## config.mk

```make
export PLATFORM = sky130hd
export DESIGN_NAME = fb_ram_port_arb_flat
export DESIGN_NICKNAME = d
export VERILOG_FILES = /design/src/rtl/fb_ram_port_arb_if.sv /design/src/rtl/fb_ram_port_arb.sv /design/src/flat_wrapper.sv
export SDC_FILE = /design/constraint.sdc
export NUM_CORES = 1
export LEC_CHECK = 0
export CAP_MARGIN = 20
export CORE_MARGIN = 5
export CORE_UTILIZATION = 40
export DETAILED_ROUTE_END_ITERATION = 8
export PLACE_DENSITY_LB_ADDON = 0.25
export SLEW_MARGIN = 0
export SYNTH_ARGS = -nofsm -noshare
export SYNTH_HDL_FRONTEND = slang
export SYNTH_SLANG_ARGS = --single-unit
```

## constraint.sdc

```tcl
create_clock -name clk -period 6.2 [get_ports clk]
set_clock_uncertainty 0.15 [all_clocks]
set_input_delay 0.62 -clock clk [delete_from_list [all_inputs] [get_ports clk]]
set_output_delay 0.62 -clock clk [all_outputs]
set_load 0.005 [all_outputs]
```

## src/rtl/fb_ram_port_arb_if.sv

```systemverilog
// Bus bundle between the frame-buffer RAM port arbiter, its two clients and the RAM pins.
// Handshake: a transfer happens on a rising edge where valid and ready are both high; valid never waits on ready.
interface fb_ram_port_arb_if #(
    parameter int DW = 8,
    parameter int AW = 12
) ();
    logic          wr_valid;
    logic          wr_ready;
    logic [AW-1:0] wr_addr;
    logic [DW-1:0] wr_data;

    logic          rd_req_valid;
    logic          rd_req_ready;
    logic [AW-1:0] rd_req_addr;

    logic          rd_rsp_valid;
    logic          rd_rsp_ready;
    logic [DW-1:0] rd_rsp_data;

    logic [AW-1:0] ram_addr;
    logic [DW-1:0] ram_wr;
    logic          ram_we;
    logic [DW-1:0] ram_rd;

    // Observation points: buffer occupancy, read in flight at the RAM, last grant was a read.
    logic [1:0]    dbg_count;
    logic          dbg_inflight;
    logic          dbg_last_grant_rd;

    modport slave (
        input  wr_valid, wr_addr, wr_data,
        input  rd_req_valid, rd_req_addr, rd_rsp_ready,
        input  ram_rd,
        output wr_ready, rd_req_ready, rd_rsp_valid, rd_rsp_data,
        output ram_addr, ram_wr, ram_we,
        output dbg_count, dbg_inflight, dbg_last_grant_rd
    );

    modport master (
        output wr_valid, wr_addr, wr_data,
        output rd_req_valid, rd_req_addr, rd_rsp_ready,
        output ram_rd,
        input  wr_ready, rd_req_ready, rd_rsp_valid, rd_rsp_data,
        input  ram_addr, ram_wr, ram_we,
        input  dbg_count, dbg_inflight, dbg_last_grant_rd
    );
endinterface

```

## src/rtl/fb_ram_port_arb.sv

```systemverilog
// Two-client (capture write / display read) arbiter owning the single-port frame-buffer RAM pins.
// Macro FB_ARB_RR_EN selects round-robin conflict resolution; undefined gives write priority.
module fb_ram_port_arb #(
    parameter int DW = 8,
    parameter int AW = 12
) (
    input  logic             clk,
    input  logic             rst_n,
    fb_ram_port_arb_if.slave bus
);

    typedef enum logic {
        GRANT_WR = 1'b0,
        GRANT_RD = 1'b1
    } grant_e;

    grant_e        last_grant_q, last_grant_d;
    logic [1:0]    count_q, count_d;
    logic          rd_ptr_q, rd_ptr_d;
    logic          wr_ptr_q, wr_ptr_d;
    logic          inflight_q, inflight_d;
    logic [DW-1:0] buf_q [2];
    logic [DW-1:0] buf_d [2];

    logic          pop;
    logic          push;
    logic [1:0]    credit_used;
    logic          rd_ok;
    logic          write_wins;
    logic          gw;
    logic          gr;
    logic [AW-1:0] ram_addr_c;
    logic [DW-1:0] ram_wr_c;

    always_comb begin
        pop  = (count_q != 2'd0) && bus.rd_rsp_ready;
        push = inflight_q;
        // Credit counts the in-flight read and is recovered by a pop in the same cycle,
        // which lets reads stream one per cycle while the consumer keeps up.
        credit_used = count_q + {1'b0, inflight_q} - {1'b0, pop};
        rd_ok       = credit_used < 2'd2;
`ifdef FB_ARB_RR_EN
        write_wins = (last_grant_q == GRANT_RD);
`else
        write_wins = 1'b1;
`endif
        gw = bus.wr_valid && (!bus.rd_req_valid || !rd_ok || write_wins);
        gr = bus.rd_req_valid && rd_ok && !gw;

        // Idle cycles drive zeros with we=0; the RAM's dummy read result is never captured.
        ram_addr_c = '0;
        ram_wr_c   = '0;
        if (gw) begin
            ram_addr_c = bus.wr_addr;
            ram_wr_c   = bus.wr_data;
        end else if (gr) begin
            ram_addr_c = bus.rd_req_addr;
        end
    end

    always_comb begin
        last_grant_d = last_grant_q;
        inflight_d   = gr;
        count_d      = count_q + {1'b0, push} - {1'b0, pop};
        rd_ptr_d     = rd_ptr_q;
        wr_ptr_d     = wr_ptr_q;
        buf_d        = buf_q;

        if (gw) begin
            last_grant_d = GRANT_WR;
        end else if (gr) begin
            last_grant_d = GRANT_RD;
        end

        // ram_rd is valid exactly one cycle after the read grant, i.e. while inflight_q is set.
        if (push) begin
            buf_d[wr_ptr_q] = bus.ram_rd;
            wr_ptr_d        = ~wr_ptr_q;
        end
        if (pop) begin
            rd_ptr_d = ~rd_ptr_q;
        end
    end

    always_ff @(posedge clk or negedge rst_n) begin
        if (!rst_n) begin
            last_grant_q <= GRANT_WR;
            count_q      <= 2'd0;
            rd_ptr_q     <= 1'b0;
            wr_ptr_q     <= 1'b0;
            inflight_q   <= 1'b0;
            for (int i = 0; i < 2; i++) begin
                buf_q[i] <= '0;
            end
        end else begin
            last_grant_q <= last_grant_d;
            count_q      <= count_d;
            rd_ptr_q     <= rd_ptr_d;
            wr_ptr_q     <= wr_ptr_d;
            inflight_q   <= inflight_d;
            for (int i = 0; i < 2; i++) begin
                buf_q[i] <= buf_d[i];
            end
        end
    end

    assign bus.wr_ready          = gw;
    assign bus.rd_req_ready      = gr;
    assign bus.rd_rsp_valid      = (count_q != 2'd0);
    assign bus.rd_rsp_data       = buf_q[rd_ptr_q];
    assign bus.ram_we            = gw;
    assign bus.ram_addr          = ram_addr_c;
    assign bus.ram_wr            = ram_wr_c;
    assign bus.dbg_count         = count_q;
    assign bus.dbg_inflight      = inflight_q;
    assign bus.dbg_last_grant_rd = (last_grant_q == GRANT_RD);

endmodule

```

## src/flat_wrapper.sv

```systemverilog
// flat-port wrapper written by rule: the top's interface ports become plain ports
module fb_ram_port_arb_flat 
#(
    parameter int DW = 8,
    parameter int AW = 12
)
  (clk, rst_n, bus_wr_valid, bus_wr_addr, bus_wr_data, bus_rd_req_valid, bus_rd_req_addr, bus_rd_rsp_ready, bus_ram_rd, bus_wr_ready, bus_rd_req_ready, bus_rd_rsp_valid, bus_rd_rsp_data, bus_ram_addr, bus_ram_wr, bus_ram_we, bus_dbg_count, bus_dbg_inflight, bus_dbg_last_grant_rd);
  fb_ram_port_arb_if #(.DW(DW), .AW(AW)) bus_i ();
  input  logic clk;
  input  logic rst_n;
  input wire logic [$bits(bus_i.wr_valid)-1:0] bus_wr_valid;
  input wire logic [$bits(bus_i.wr_addr)-1:0] bus_wr_addr;
  input wire logic [$bits(bus_i.wr_data)-1:0] bus_wr_data;
  input wire logic [$bits(bus_i.rd_req_valid)-1:0] bus_rd_req_valid;
  input wire logic [$bits(bus_i.rd_req_addr)-1:0] bus_rd_req_addr;
  input wire logic [$bits(bus_i.rd_rsp_ready)-1:0] bus_rd_rsp_ready;
  input wire logic [$bits(bus_i.ram_rd)-1:0] bus_ram_rd;
  output wire logic [$bits(bus_i.wr_ready)-1:0] bus_wr_ready;
  output wire logic [$bits(bus_i.rd_req_ready)-1:0] bus_rd_req_ready;
  output wire logic [$bits(bus_i.rd_rsp_valid)-1:0] bus_rd_rsp_valid;
  output wire logic [$bits(bus_i.rd_rsp_data)-1:0] bus_rd_rsp_data;
  output wire logic [$bits(bus_i.ram_addr)-1:0] bus_ram_addr;
  output wire logic [$bits(bus_i.ram_wr)-1:0] bus_ram_wr;
  output wire logic [$bits(bus_i.ram_we)-1:0] bus_ram_we;
  output wire logic [$bits(bus_i.dbg_count)-1:0] bus_dbg_count;
  output wire logic [$bits(bus_i.dbg_inflight)-1:0] bus_dbg_inflight;
  output wire logic [$bits(bus_i.dbg_last_grant_rd)-1:0] bus_dbg_last_grant_rd;
  assign bus_i.wr_valid = bus_wr_valid;
  assign bus_i.wr_addr = bus_wr_addr;
  assign bus_i.wr_data = bus_wr_data;
  assign bus_i.rd_req_valid = bus_rd_req_valid;
  assign bus_i.rd_req_addr = bus_rd_req_addr;
  assign bus_i.rd_rsp_ready = bus_rd_rsp_ready;
  assign bus_i.ram_rd = bus_ram_rd;
  assign bus_wr_ready = bus_i.wr_ready;
  assign bus_rd_req_ready = bus_i.rd_req_ready;
  assign bus_rd_rsp_valid = bus_i.rd_rsp_valid;
  assign bus_rd_rsp_data = bus_i.rd_rsp_data;
  assign bus_ram_addr = bus_i.ram_addr;
  assign bus_ram_wr = bus_i.ram_wr;
  assign bus_ram_we = bus_i.ram_we;
  assign bus_dbg_count = bus_i.dbg_count;
  assign bus_dbg_inflight = bus_i.dbg_inflight;
  assign bus_dbg_last_grant_rd = bus_i.dbg_last_grant_rd;
  fb_ram_port_arb #(.DW(DW), .AW(AW)) u_core (.clk(clk), .rst_n(rst_n), .bus(bus_i));
endmodule
```

# Word-level counts from Yosys, hierarchy flattened
# Index checks and enable logic that the tools add are counted.
[op_classes]
n_lt_le_gt_ge = 4
bitwise = 4
addsub = 2
mux = 11
reduce_logical = 7
[ops]
columns = ["operator", "count"]
rows = [
  ["8-bit 2-to-1 mux", 5],
  ["12-bit 2-to-1 mux", 2],
  ["16-bit bitwise mux", 1],
  ["8-bit demux with 1-bit select", 1],
  ["2-bit greater-or-equal comparator (second input constant)", 2],
  ["1-bit logical AND", 4],
  ["1-bit NOT with 2-bit output", 2],
  ["2-bit nonzero test", 2],
  ["2-bit by 1-bit adder with 2-bit output", 1],
  ["2-bit by 1-bit < comparator with 1-bit output (second input constant)", 1],
  ["2-bit < comparator (second input constant)", 1],
  ["1-bit 2-to-1 mux", 2],
  ["1-bit NOT", 2],
  ["2-bit by 1-bit subtractor with 2-bit output", 1],
  ["1-bit logical NOT", 1],
]
[totals]
input_bits = 45
register_bits = 22
output_inout_bits = 36

# Longest topological paths before layout
[logic_depth]
ltp_word = 8
mapped_depth = 7
depth_no_buf = 6

# Least setup slack after synthesis
# Ideal clock, no wire load.
[synth_timing]
kind = "input -> output"
startpoint = "input bus_rd_rsp_ready"
endpoint = "output bus_ram_addr[10]"
slack_ns = 3.575
arrival_ns = 1.855
stages = 7
t_required_ns = 5.430
cell_sequence = "o21a_1 > ha_1 > inv_1 > ha_1 > xor3_2 > buf_6 > o41ai_2"
[synth_via]
elab_chain_len = 7
[synth_lines]
columns = ["item", "line", "source"]
rows = [
  ["start, declared", "flat_wrapper.sv:16", "input wire logic [$bits(bus_i.rd_rsp_ready)-1:0] bus_rd_rsp_ready;"],
  ["1-bit logical AND", "fb_ram_port_arb.sv:36", "pop = (count_q != 2'd0) && bus.rd_rsp_ready;"],
  ["2-bit by 1-bit subtractor with 2-bit output", "-", ""],
  ["via u_core.count_d[1]", "fb_ram_port_arb.sv:18", "logic [1:0] count_q, count_d;"],
  ["2-bit < comparator", "fb_ram_port_arb.sv:41", "rd_ok = credit_used < 2'd2;"],
  ["1-bit logical AND (2 in a row)", "fb_ram_port_arb.sv:48", "gr = bus.rd_req_valid && rd_ok && !gw;"],
  ["12-bit 2-to-1 mux", "fb_ram_port_arb.sv:56", "end else if (gr) begin"],
  ["12-bit 2-to-1 mux", "fb_ram_port_arb.sv:53", "if (gw) begin"],
  ["end, declared", "flat_wrapper.sv:22", "output wire logic [$bits(bus_i.ram_addr)-1:0] bus_ram_addr;"],
]
# The timed path passes the listed nets, and every way through them passes these cells.

# Final worst setup path
[layout_timing]
startpoint = "input bus_rd_rsp_ready"
endpoint = "output bus_ram_addr[2]"
[layout_via]
elab_chain_len = 7
[layout_lines]
columns = ["item", "line", "source"]
rows = [
  ["1-bit logical AND", "fb_ram_port_arb.sv:36", ""],
  ["via u_core.pop", "fb_ram_port_arb.sv:25", "logic pop;"],
  ["2-bit by 1-bit subtractor with 2-bit output", "fb_ram_port_arb.sv:40", "credit_used = count_q + {1'b0, inflight_q} - {1'b0, pop};"],
  ["2-bit < comparator", "fb_ram_port_arb.sv:41", ""],
  ["1-bit logical AND (2 in a row)", "fb_ram_port_arb.sv:48", ""],
  ["12-bit 2-to-1 mux", "fb_ram_port_arb.sv:56", ""],
  ["12-bit 2-to-1 mux", "fb_ram_port_arb.sv:53", ""],
]
# The timed path passes the listed nets, and every way through them passes these cells.

==> metrics.yaml <==
grt:
  grt_pass1_wl_mm: 5.616
  grt_pass1_vias: 1241
  grtUsageTotal_pct: 16.37
  antenna_found_initial: 0
  grt_start_max_net_pins: 37
  grt_overflow: 0
floorplanning:
  row_count: 20
  start_util_pct: 42.14
  coreArea_um2: 3103
  num_io_pins: 81
  die_w_um: 67.18
  die_y_um: 67.18
  dieArea_um2: 4512
clock_network:
  clk_pin_slew_ns: 0.13
  holdBufCountCts: 0
  cts_sinks: 22
  numCtsBuffers: 3
  clk_latency_ns: 0.30
  cts_tree: "yes"
  postCtsSetupBuffers: 0
  cts-htree-levels: 1
  cts_root_buf: "clkbuf_4"
  cts_buffer_depth: 2
  ctsResizeCount: 0
power:
  swShare_pct: 30.92
  power.leakage_nw: 0.9576
  p_sw_uw: 248.7
  p_clk_share_pct: 13.5
  p_int_uw: 555.5
  p_total_uw: 804.1
  vdd_drop_max_mv: 0.1587
  p_comb_share_pct: 53.3
  powerDensity_nw_per_um2: 364.9
  p_seq_share_pct: 33.2
critical_path:
  critPathBufInv: 3
  crit_path_max_fanout: 15
  cpPeakStageDelay_ns: 0.61
  endpoint_kind: "output port"
  required_ns: 5.43
  crit_type: "in2out"
  arrival_ns: 3.13
  crit_path_start_kind: "input pin"
  slowest_stage: "clkdlybuf4s50_1"
  crit_family: "buffers and inverters"
  cp_cell_sequence: "clkdlybuf4s50_1, o21a_1, ha_1, inv_1, ha_1, xor3_2, o41ai_1, clkdlybuf4s50_1"
placed_design:
  placed_cell_area_um2: 2108
  placed_cells: 230
  portBuffers: 80
  hpwl_mm: 2.893
  place_congestion: 0.7037
synthesis:
  ys_seq_area_share_pct: 42.11
  synth_common_cells: "24 x mux2_2, 22 x dfrtp_1, 16 x inv_1"
  async_flop_share_pct: 100.0
  synth_most_common_cell: "mux2_2"
  synth_top_area_share_pct: 42.11
  synth-main-ff-cell: "dfrtp_1"
  yosys.cell_types.count: 21
  syn_area_um2: 1308
  ys_top_cells_by_area: "dfrtp_1 42%, mux2_2 21%, o41ai_2 7.5%"
  synth_edf_count: 0
  syn_inst: 116
  ys.warnings.count: 0
  synth_top_area_cell: "dfrtp_1"
  syn-num-nets: 163
  synth-seq-cells: 22
  avgSynthCellArea_um2: 11.27
sta:
  period_share_pct: 62.96
  max_slew_margin_pct: 53.76
  period_minus_slack_ns: 3.904
  tightest_slew_ns: 0.6921
  fmax_mhz: 256.2
  rsz0062_at_grt: "no"
  finalHoldViolations: 0
  fin_setup_tns_ns: 0
  setup_violations: 0
  drv_slew: 0
final_layout:
  stdcell_count: 236
  area_growth_pct: 68.52
  finalInstanceArea_um2: 2203
  fin_nets: 240
  n_antenna_cell: 0
  layout-drive-gt1-share_pct: 20.31
flow_run:
  drv_cap: 0
outcome:
  outcome: "completed"
route:
  wl_per_cell_um: 15.40
  finalWirelength_mm: 3.634
  ant_nets: 0
  drt_iter0_drc: 13
  drtPass1Iterations: 3
  viasPerCell: 4.763
  vias: 1124
  remaining_drc_errors: 0
worst_hold_path:
  hold_class: "reg2reg"
per-stage QoR:
stage	setup slack, ns	hold slack [ns]	utilization, %
after floorplan	3.575	0.1744	-
after global placement	2.492	0.3280	67.94
after detailed placement	2.304	0.3444	67.94
after CTS	2.299	0.3679	69.64
after global routing	2.135	0.3812	71.01
final	2.296	0.3643	71.01
cell families (layout without fill, tap and decap cells):
logic type | Yosys count | in the layout | share of synthesized area, %
mux | 24 | 24 | 20.67
buf+inv | 26 | 102 | 8.804
xor+xnor | 3 | 3 | 3.254
flops | 22 | 22 | 42.11
simple gates | 25 | 25 | 9.283
fa+ha+maj | 2 | 2 | 1.914
compound gates | 14 | 14 | 13.97
layout by cell type, fill, tap and decap left out:
cell and instances:
nand2_1 13, nand2b_1 1, nor2b_1 1, o41ai_1 5, o22ai_1 1, nor2_1 1, buf_16 1, xor3_2 1
mux2_2 24, and2_1 8, or2_2 1, clkdlybuf4s50_1 80, o41ai_2 6, clkbuf_4 3, buf_8 1, o41ai_4 1
o21a_1 1, bufinv_16 1, dfrtp_1 22, xor2_1 2, inv_1 16, ha_1 2
sequential cells by signal, indices dropped and copies added, names as in the netlist:
signal / count
u_core.wr_ptr_q: 1
u_core.bus.dbg_inflight: 1
u_core.buf_q: 16
u_core.rd_ptr_q: 1
u_core.bus.dbg_last_grant_rd: 1
u_core.bus.dbg_count: 2
worst paths after layout:
kind	slack, ns	to	cells past startpoint	startpoint
hold / removal	0.36	u_core.wr_ptr_q	1	u_core.wr_ptr_q
hold reg to reg	0.36	u_core.wr_ptr_q	1	u_core.wr_ptr_q
max in group asynchronous	5.11	u_core.buf_q[0]	2	rst_n
setup / recovery	2.30	bus_ram_addr[2]	8	bus_rd_rsp_ready
setup reg to reg	4.13	u_core.bus.dbg_last_grant_rd	6	u_core.bus.dbg_count[0]
min in group asynchronous	0.41	u_core.buf_q[7]	1	rst_n
metal layers:
metal	GRT usage, %	vias up	routed length (um)
met5	0	-	0
met4	5.316	0	50
met3	3.827	4	252
met2	31.29	45	2042
met1	17.47	528	1288
li1	-	547	-
power groups by stage:
stage / Clock, mW / Combinational [mW] / Sequential, mW
final: 0.108 / 0.429 / 0.267
after global routing: 0.116 / 0.464 / 0.280
after CTS: 0.110 / 0.432 / 0.268
after detailed placement: 0 / 0.429 / 0.272
after global placement: 0 / 0.415 / 0.264
after floorplan: 0 / 0.244 / 0.249
final cells by class:
| class | instances | area [um2] |
|---|---|---|
| multi-input combinational | 68 | 641.9 |
| fill | 254 | 899.6 |
| timing repair buffer | 82 | 843.3 |
| clock buffer | 3 | 22.52 |
| clock inverter | 1 | 30.03 |
| tap | 44 | 55.05 |
| inverter | 16 | 60.06 |
| sequential | 22 | 550.5 |
Power figures use the tool's default switching activity.
